==> src/rtl/regfile_ctrl_pkg.sv <==
// Shared constants and types for the register-file write-back scheduler.
package regfile_ctrl_pkg;

    localparam int DATA_W   = 32;
    localparam int ADDR_W   = 5;
    localparam int NUM_REGS = 32;

    typedef logic [ADDR_W-1:0] reg_addr_t;

    // Identifies which write-back requester won the port.
    typedef enum logic {
        WB_A = 1'b0,
        WB_B = 1'b1
    } wb_src_e;

endpackage

==> src/rtl/wb_rr_arbiter.sv <==
// Two-way round-robin arbiter for the register-file write port.
// req[0]/gnt[0] belong to requester A, req[1]/gnt[1] to requester B.
// gnt is combinational and is either one-hot or zero.
module wb_rr_arbiter
    import regfile_ctrl_pkg::*;
(
    input  logic       clk,
    input  logic       rst,
    input  logic [1:0] req,
    output logic [1:0] gnt
);

    wb_src_e last_grant_q;
    wb_src_e last_grant_d;

    // Grant selection: a lone requester always wins; a contest goes to the
    // side that did not win last time.
    always_comb begin
        gnt = 2'b00;
        unique case (req)
            2'b01:   gnt = 2'b01;
            2'b10:   gnt = 2'b10;
            2'b11:   gnt = (last_grant_q == WB_B) ? 2'b01 : 2'b10;
            default: gnt = 2'b00;
        endcase
    end

    // History moves only when someone is actually granted.
    always_comb begin
        last_grant_d = last_grant_q;
        if (gnt[0]) begin
            last_grant_d = WB_A;
        end else if (gnt[1]) begin
            last_grant_d = WB_B;
        end
    end

    // Reset leaves B as last winner so A takes the first contest.
    always_ff @(posedge clk) begin
        if (rst) begin
            last_grant_q <= WB_B;
        end else begin
            last_grant_q <= last_grant_d;
        end
    end

endmodule

==> src/rtl/regfile_wb_scheduler.sv <==
// Scoreboard and write-back scheduler in front of the 32x32 register file.
// Tracks in-flight destination registers, stalls issue on RAW/WAW hazards,
// arbitrates the single write port between the ALU (A) and load (B) pipes,
// and drives the register file write port from registered outputs.
// Optional build macro RF_ZERO_REG_EN: register 0 is never busy and
// write-backs to it are accepted but dropped.
module regfile_wb_scheduler
    import regfile_ctrl_pkg::*;
#(
    parameter int DATA_W      = regfile_ctrl_pkg::DATA_W,
    parameter int ADDR_W      = regfile_ctrl_pkg::ADDR_W,
    parameter int NUM_REGS    = regfile_ctrl_pkg::NUM_REGS,
    parameter int STALL_CNT_W = 16
) (
    input  logic                   clk,
    input  logic                   rst,
    // issue side
    input  logic                   issue_valid,
    output logic                   issue_ready,
    input  logic [ADDR_W-1:0]      issue_rs1,
    input  logic [ADDR_W-1:0]      issue_rs2,
    input  logic [ADDR_W-1:0]      issue_rd,
    input  logic                   issue_wen,
    // write-back requester A (ALU pipe)
    input  logic                   wba_valid,
    output logic                   wba_ready,
    input  logic [ADDR_W-1:0]      wba_rd,
    input  logic [DATA_W-1:0]      wba_data,
    // write-back requester B (load/memory pipe)
    input  logic                   wbb_valid,
    output logic                   wbb_ready,
    input  logic [ADDR_W-1:0]      wbb_rd,
    input  logic [DATA_W-1:0]      wbb_data,
    // register file write port
    output logic                   rf_we,
    output logic [ADDR_W-1:0]      rf_waddr,
    output logic [DATA_W-1:0]      rf_wdata,
    // status
    output logic [NUM_REGS-1:0]    busy_vec,
    output logic [STALL_CNT_W-1:0] stall_cnt,
    output logic                   wb_err
);

    logic [NUM_REGS-1:0]    busy_q, busy_d;
    logic [NUM_REGS-1:0]    set_vec, clr_vec;
    logic                   rf_we_q, rf_we_d;
    logic [ADDR_W-1:0]      rf_waddr_q, rf_waddr_d;
    logic [DATA_W-1:0]      rf_wdata_q, rf_wdata_d;
    logic [STALL_CNT_W-1:0] stall_q, stall_d;
    logic                   wb_err_q, wb_err_d;

    logic [1:0]             gnt;
    logic                   wb_fire;
    logic [ADDR_W-1:0]      wb_rd;
    logic [DATA_W-1:0]      wb_data;
    logic                   wb_to_zero;
    logic                   issue_fire;

    wb_rr_arbiter u_arb (
        .clk (clk),
        .rst (rst),
        .req ({wbb_valid, wba_valid}),
        .gnt (gnt)
    );

    assign wba_ready = gnt[0];
    assign wbb_ready = gnt[1];

    // Hazard check uses registered busy bits only; a write-back clearing a
    // register this cycle is seen by issue one cycle later.
    always_comb begin
        issue_ready = !(busy_q[issue_rs1] | busy_q[issue_rs2] |
                        (issue_wen & busy_q[issue_rd]));
        issue_fire  = issue_valid & issue_ready;
    end

    // Select the granted write-back and classify writes to register 0.
    always_comb begin
        wb_fire = |gnt;
        wb_rd   = gnt[1] ? wbb_rd   : wba_rd;
        wb_data = gnt[1] ? wbb_data : wba_data;
`ifdef RF_ZERO_REG_EN
        wb_to_zero = (wb_rd == '0);
`else
        wb_to_zero = 1'b0;
`endif
    end

    // Scoreboard next state: clears from write-back, sets from issue; a set
    // of the same register in the same cycle takes priority over the clear.
    always_comb begin
        set_vec = '0;
        clr_vec = '0;
        if (issue_fire && issue_wen) begin
            set_vec[issue_rd] = 1'b1;
        end
        if (wb_fire) begin
            clr_vec[wb_rd] = 1'b1;
        end
        busy_d = (busy_q & ~clr_vec) | set_vec;
`ifdef RF_ZERO_REG_EN
        busy_d[0] = 1'b0;
`endif
    end

    // Write port, error flag and stall counter next state.
    always_comb begin
        rf_we_d    = wb_fire & ~wb_to_zero;
        rf_waddr_d = rf_waddr_q;
        rf_wdata_d = rf_wdata_q;
        if (rf_we_d) begin
            rf_waddr_d = wb_rd;
            rf_wdata_d = wb_data;
        end
        wb_err_d = wb_err_q | (wb_fire & ~wb_to_zero & ~busy_q[wb_rd]);
        stall_d  = stall_q;
        if (issue_valid && !issue_ready && !(&stall_q)) begin
            stall_d = stall_q + STALL_CNT_W'(1);
        end
    end

    // State registers; reset discards anything in flight this cycle.
    always_ff @(posedge clk) begin
        if (rst) begin
            busy_q     <= '0;
            rf_we_q    <= 1'b0;
            rf_waddr_q <= '0;
            rf_wdata_q <= '0;
            stall_q    <= '0;
            wb_err_q   <= 1'b0;
        end else begin
            busy_q     <= busy_d;
            rf_we_q    <= rf_we_d;
            rf_waddr_q <= rf_waddr_d;
            rf_wdata_q <= rf_wdata_d;
            stall_q    <= stall_d;
            wb_err_q   <= wb_err_d;
        end
    end

    assign busy_vec  = busy_q;
    assign rf_we     = rf_we_q;
    assign rf_waddr  = rf_waddr_q;
    assign rf_wdata  = rf_wdata_q;
    assign stall_cnt = stall_q;
    assign wb_err    = wb_err_q;

endmodule

==> config.mk <==
export PLATFORM = sky130hd
export DESIGN_NAME = regfile_wb_scheduler
export DESIGN_NICKNAME = d
export VERILOG_FILES = /design/src/rtl/regfile_ctrl_pkg.sv /design/src/rtl/wb_rr_arbiter.sv /design/src/rtl/regfile_wb_scheduler.sv
export SDC_FILE = /design/constraint.sdc
export NUM_CORES = 1
export LEC_CHECK = 0
export ABC_AREA = 1
export CAP_MARGIN = 20
export CORE_MARGIN = 2
export CORE_UTILIZATION = 51
export DETAILED_ROUTE_END_ITERATION = 7
export PLACE_DENSITY = 0.88
export SYNTH_ARGS = -nofsm -noshare
export SYNTH_HDL_FRONTEND = slang
export SYNTH_HIERARCHICAL = 1
export SYNTH_SLANG_ARGS = --single-unit
export TNS_END_PERCENT = 20
==> constraint.sdc <==
create_clock -name clk -period 3.4 [get_ports clk]
set_input_delay 0.34 -clock clk [delete_from_list [all_inputs] [get_ports clk]]
set_output_delay 0.34 -clock clk [all_outputs]
set_load 0.05 [all_outputs]
* After elaboration in Yosys (flattened, before gate mapping) *
Cells that the tools add are included.

storage, ports and cells
  bits in registers = 88
  input port bits = 95
  logic and storage cells = 57

operators by class
  reduce and logical (&&, ||, !) cells = 10
  add/subtract/negate cells = 1
  order comparisons = 6
  bitwise gates (word level) = 10
  muxes and demuxes = 20
  equality and inequality tests = 3

operators by type and width
  cell                     count
  $mux W32                 3
  $and A32 B32 Y32         1
  $not A32 Y32             1
  $or A32 B32 Y32          1
  $lt A5 B6 Y1 const B     4
  $bmux W1 S5              4
  $add A16 B1 Y16 const B  1
  $reduce_and A16 Y1       1
  $demux W1 S5             2
  $ge A5 B1 Y1 const B     2
  $mux W1                  8
  $pmux W2 S3              1
  $logic_and A1 B1 Y1      5
  $mux W5                  1
  $eq A2 B2 Y1 const B     2
  $and A1 B1 Y1            3
  $or A1 B1 Y1             3
  $eq A2 B1 Y1 const B     1
  $logic_not A1 Y1         2
  $mux W2                  1
  $reduce_bool A2 Y1       1
  $reduce_or A2 Y1         1
  $not A1 Y1               1

* Logic depth before layout (Yosys ltp) *
  depth in word-level cells = 11
  depth in mapped cells = 17
  depth with buffers taken out = 15

* Cells and area by module *
Netlist, hierarchy kept.

by module, submodules not included
  module                cells each  seq. area each (µm²)  area each (µm²)  instances
  regfile_wb_scheduler  986         1,741.7               5,616.6          1
  wb_rr_arbiter         9           20.0                  68.8             1

* Worst setup path before layout *
No wires, ideal clock.

  path type = input port to flip-flop
  from = input wbb_valid
  to = register wb_err_q, in the netlist wb_err
  library setup time = 0.132 ns
  slack = 0.961 ns
  arrival time = 2.307 ns
  required time = 3.268 ns
  stages = 12
  path through = a21boi_2 clkinv_1 nand2_1 nand2_1 nor2_1 a22oi_1 nand2_1 nand2_1 nand2_1 nor2_1 nand2_1 a21oi_1

between the ends
  word-level cells in the longest chain between the ends = 8
  elaborated cells on any way between the ends = 11

RTL lines
  element                                       line                         text
  start: declaration                            regfile_wb_scheduler.sv:30   input logic wbb_valid,
  $eq A2 B2 Y1 or $eq A2 B1 Y1 (tied branches)  wb_rr_arbiter.sv:20          unique case (req)
  $pmux W2 S3 *                                 wb_rr_arbiter.sv:20
  $mux W5                                       regfile_wb_scheduler.sv:80   wb_rd = gnt[1] ? wbb_rd : wba_rd;
  $bmux W1 S5                                   regfile_wb_scheduler.sv:115  wb_err_d = wb_err_q | (wb_fire & ~wb_to_zero & ~busy_q[wb_rd]);
  $mux W1 (implied by the code)                 regfile_wb_scheduler.sv:115
  $not A1 Y1                                    regfile_wb_scheduler.sv:115
  $and A1 B1 Y1 *                               regfile_wb_scheduler.sv:115
  $or A1 B1 Y1 *                                regfile_wb_scheduler.sv:115
  end signal: assignment                        regfile_wb_scheduler.sv:137  wb_err_q <= wb_err_d;
  end: declaration                              regfile_wb_scheduler.sv:50   logic wb_err_q, wb_err_d;

Every way passes the cells marked *; elsewhere a longest branch is shown, timed or not. The select of a mux whose other input is x is not followed.
A chain may end at the register's enable or synchronous reset.

* Worst setup path after layout *
  from = input issue_rd[0]
  to = output issue_ready

between the ends
  word-level cells in the longest chain between the ends = 5

RTL lines
  element                        line                        text
  start: declaration             regfile_wb_scheduler.sv:22  input logic [ADDR_W-1:0] issue_rd,
  $bmux W1 S5                    regfile_wb_scheduler.sv:73  (issue_wen & busy_q[issue_rd]));
  $mux W1 (implied by the code)  regfile_wb_scheduler.sv:73
  $and A1 B1 Y1                  regfile_wb_scheduler.sv:73
  $or A1 B1 Y1                   regfile_wb_scheduler.sv:72  issue_ready = !(busy_q[issue_rs1] | busy_q[issue_rs2] |
  $logic_not A1 Y1               regfile_wb_scheduler.sv:72
  end: declaration               regfile_wb_scheduler.sv:19  output logic issue_ready,

Every way passes these cells. The select of a mux whose other input is x is not followed.

==> impl_metrics.yaml <==
floorplan:
  dieArea_um2: 12000
  rows: 38
  die_h_um: 110
  core_area_um2: 10800
  die_x_um: 110
  io_pins: 185
  start_util_pct: 52.4
synthesis:
  ys_types: 29
  synth_seq_area_share_pct: 31.0
  synthesis.area_um2: 5690
  synth_cells: 995
  yosys_register_bits: 88
  ys_warn_count: 6
  synth_top_cell_area_share_pct: 31.0
  synth_area_leader_cell: "dfxtp_1"
  synthesis.nets: 1091
  synth_area_leaders: "dfxtp_1 (31%), nand2_1 (22%), nand3_1 (12%), inv_1 (9.2%), nor2_1 (5.9%)"
  synth_area_per_cell_um2: 5.71
clock_network:
  cts_setup_buffers: 0
  root_buffer: "clkbuf_8"
  cts_max_path_buffers: 2
  ctsResizeCount: 0
  numCtsBuffers: 9
  cts_tree: "done"
  clock_latency_ns: 0.38
  cts.reportedPaths.clkPinSlew_ns: 0.08
  cts_sinks: 88
  hold_buffers: 0
  htree_levels: 3
critical_path:
  critPathBufInv: 4
  required_ns: 3.06
  crit_path_frequent_cell: "nand2_1"
  cp_max_fo: 13
  cp-end-kind: "primary output"
  crit_slowest_cell: "clkdlybuf4s50_1"
  path_delay_family: "buffers and inverters"
  crit_type: "primary input to primary output"
  path_cells: "clkdlybuf4s50_1, inv_2, nand2_2, nor2_1, nor2_1, nand2_1, nand2_1, nand2_1, nor2_1, nand2_1, nand2_1, nand3_2, inv_1, buf_12"
  arrival_ns: 2.53
  slowest_delay_ns: 0.73
  critPathLaunchType: "primary input"
  reg2reg_slack_ns: 0.91
global_route:
  antenna_found_initial: 0
  grt_pass1_wl_um: 30100
  grt_pass1_vias: 6220
  grt_usage_pct: 32.2
  grt_max_degree: 42
  gr-total-overflow: 0
placed_design:
  port_buffers: 184
  hpwl_um: 13900
  dpl_cell_area_um2: 7600
  gp_congestion: 0.992
cells_and_area:
  area_growth_pct: 37.5
  final_cell_mix: "nand2_1 (337), clkdlybuf4s50_1 (182), inv_1 (140)"
  num_antenna_cells: 0
  finalInstanceArea_um2: 7820
  layout_commonest_cell: "nand2_1"
  fin_nets: 1253
  drive_above_1_share_pct: 3.87
flow_run:
  max-cap-violations: 0
drt:
  first_pass_iters: 5
  wire_per_inst_um: 14.8
  ant_nets: 0
  vias: 6978
  wl_um: 19300
  via_per_inst: 5.36
  post-route-drc-count: 0
  dr.first_iter.drc_count: 822
timing:
  maxSlewHeadroom_pct: 60.6
  final_max_slew_viol_count: 0
  setup_viol: 0
  min_period_over_period_pct: 84.5
  finClkSkew_ns: 0.00846
  worst_pin_slew_ns: 0.589
  fmaxAchievable_mhz: 348
  finalHoldViolCount: 0
  min_period_ns: 2.87
  rsz0062_at_grt: "no"
  finalSetupTns_ns: 0
power:
  power_density_nw_per_um2: 335
  p_leak_nw: 3.43
  ir_worst_vdd_mv: 0.287
run_status:
  status: "complete, no violations"
worst_hold_path:
  holdCritPathClass: "flop to flop"
## power breakdown
part / leakage (nW) / internal, W / total [W] / switching [W]
Sequential: 0.718 / 0.00107 / 0.00110 / 0.0000279
Combinational: 2.60 / 0.000265 / 0.000717 / 0.000452
Clock: 0.113 / 0.000420 / 0.000804 / 0.000385
## synthesized netlist by cell type, drive strengths merged
master	number
nor3	15
nand2	339
o2111ai	1
ha	1
buf	21
clkbuf	26
xnor2	1
a21boi	1
inv	143
nand3	137
nor2	91
a22oi	13
clkinv	1
a21oi	40
nand3b	1
or2	3
a31oi	4
o21ai	52
nand4	17
dfxtp	88
## worst reg2reg max path: stages (launching register included)
cell	delay [ns]
dfxtp_1	0.36
a21boi_4	0.15
buf_4	0.39
o21ai_0	0.27
nor2_1	0.50
nand2_1	0.33
o21ai_0	0.27
a21oi_1	0.10
## final cells by class
class,count,area (um2)
Clock buffer,14,183
Fill cell,971,3020
Timing Repair Buffer,198,1950
Inverter,144,541
Multi-Input combinational cell,716,3170
Clock inverter,2,35.0
Tap cell,140,175
Sequential cell,88,1760
## worst paths after layout
path,start,to,depth (start not counted)
min reg2reg,rf_waddr[1],rf_waddr[1],2
min,rf_waddr[1],rf_waddr[1],2
max reg2reg,u_arb/last_grant_q,busy_vec[20],7
max,issue_rd[0],issue_ready,14
## layer usage
layer | routed length (um) | track usage [%]
met1 | 7540 | 40.0
met2 | 8810 | 51.8
met3 | 2410 | 11.3
met4 | 538 | 11.3
met5 | 0 | 0
## flip-flops by register name (all words and copies together) (netlist names)
register and count:
busy_vec 32, rf_waddr 5, rf_wdata 32, rf_we 1
stall_cnt 16, u_arb/last_grant_q 1, wb_err 1
## stage by stage
step	power (W)	util, %	worst slack [ns]	std cells	hold slack, ns
after floorplan	0.00155	-	0.961	995	0.448
after global placement	0.00183	70.1	0.496	1286	0.457
after detailed placement	0.00183	70.1	0.416	1286	0.459
after CTS	0.00262	72.1	0.546	1302	0.474
after global routing	0.00273	72.1	0.294	1302	0.499
final	0.00262	72.1	0.528	1302	0.472
## cell families (layout without fill, tap and decap cells)
logic type               Yosys count  after routing  synth area share (%)
flip-flops                        88             88                  31.0
buffers and inverters            191            358                  13.5
XOR/XNOR                           1              1                 0.154
adder cells (fa/ha/maj)            1              1                 0.220
AO/OA/AOI/OAI                    111            111                  10.7
AND/OR/NAND/NOR                  603            603                  44.5
(Power assumes the default switching activity.)
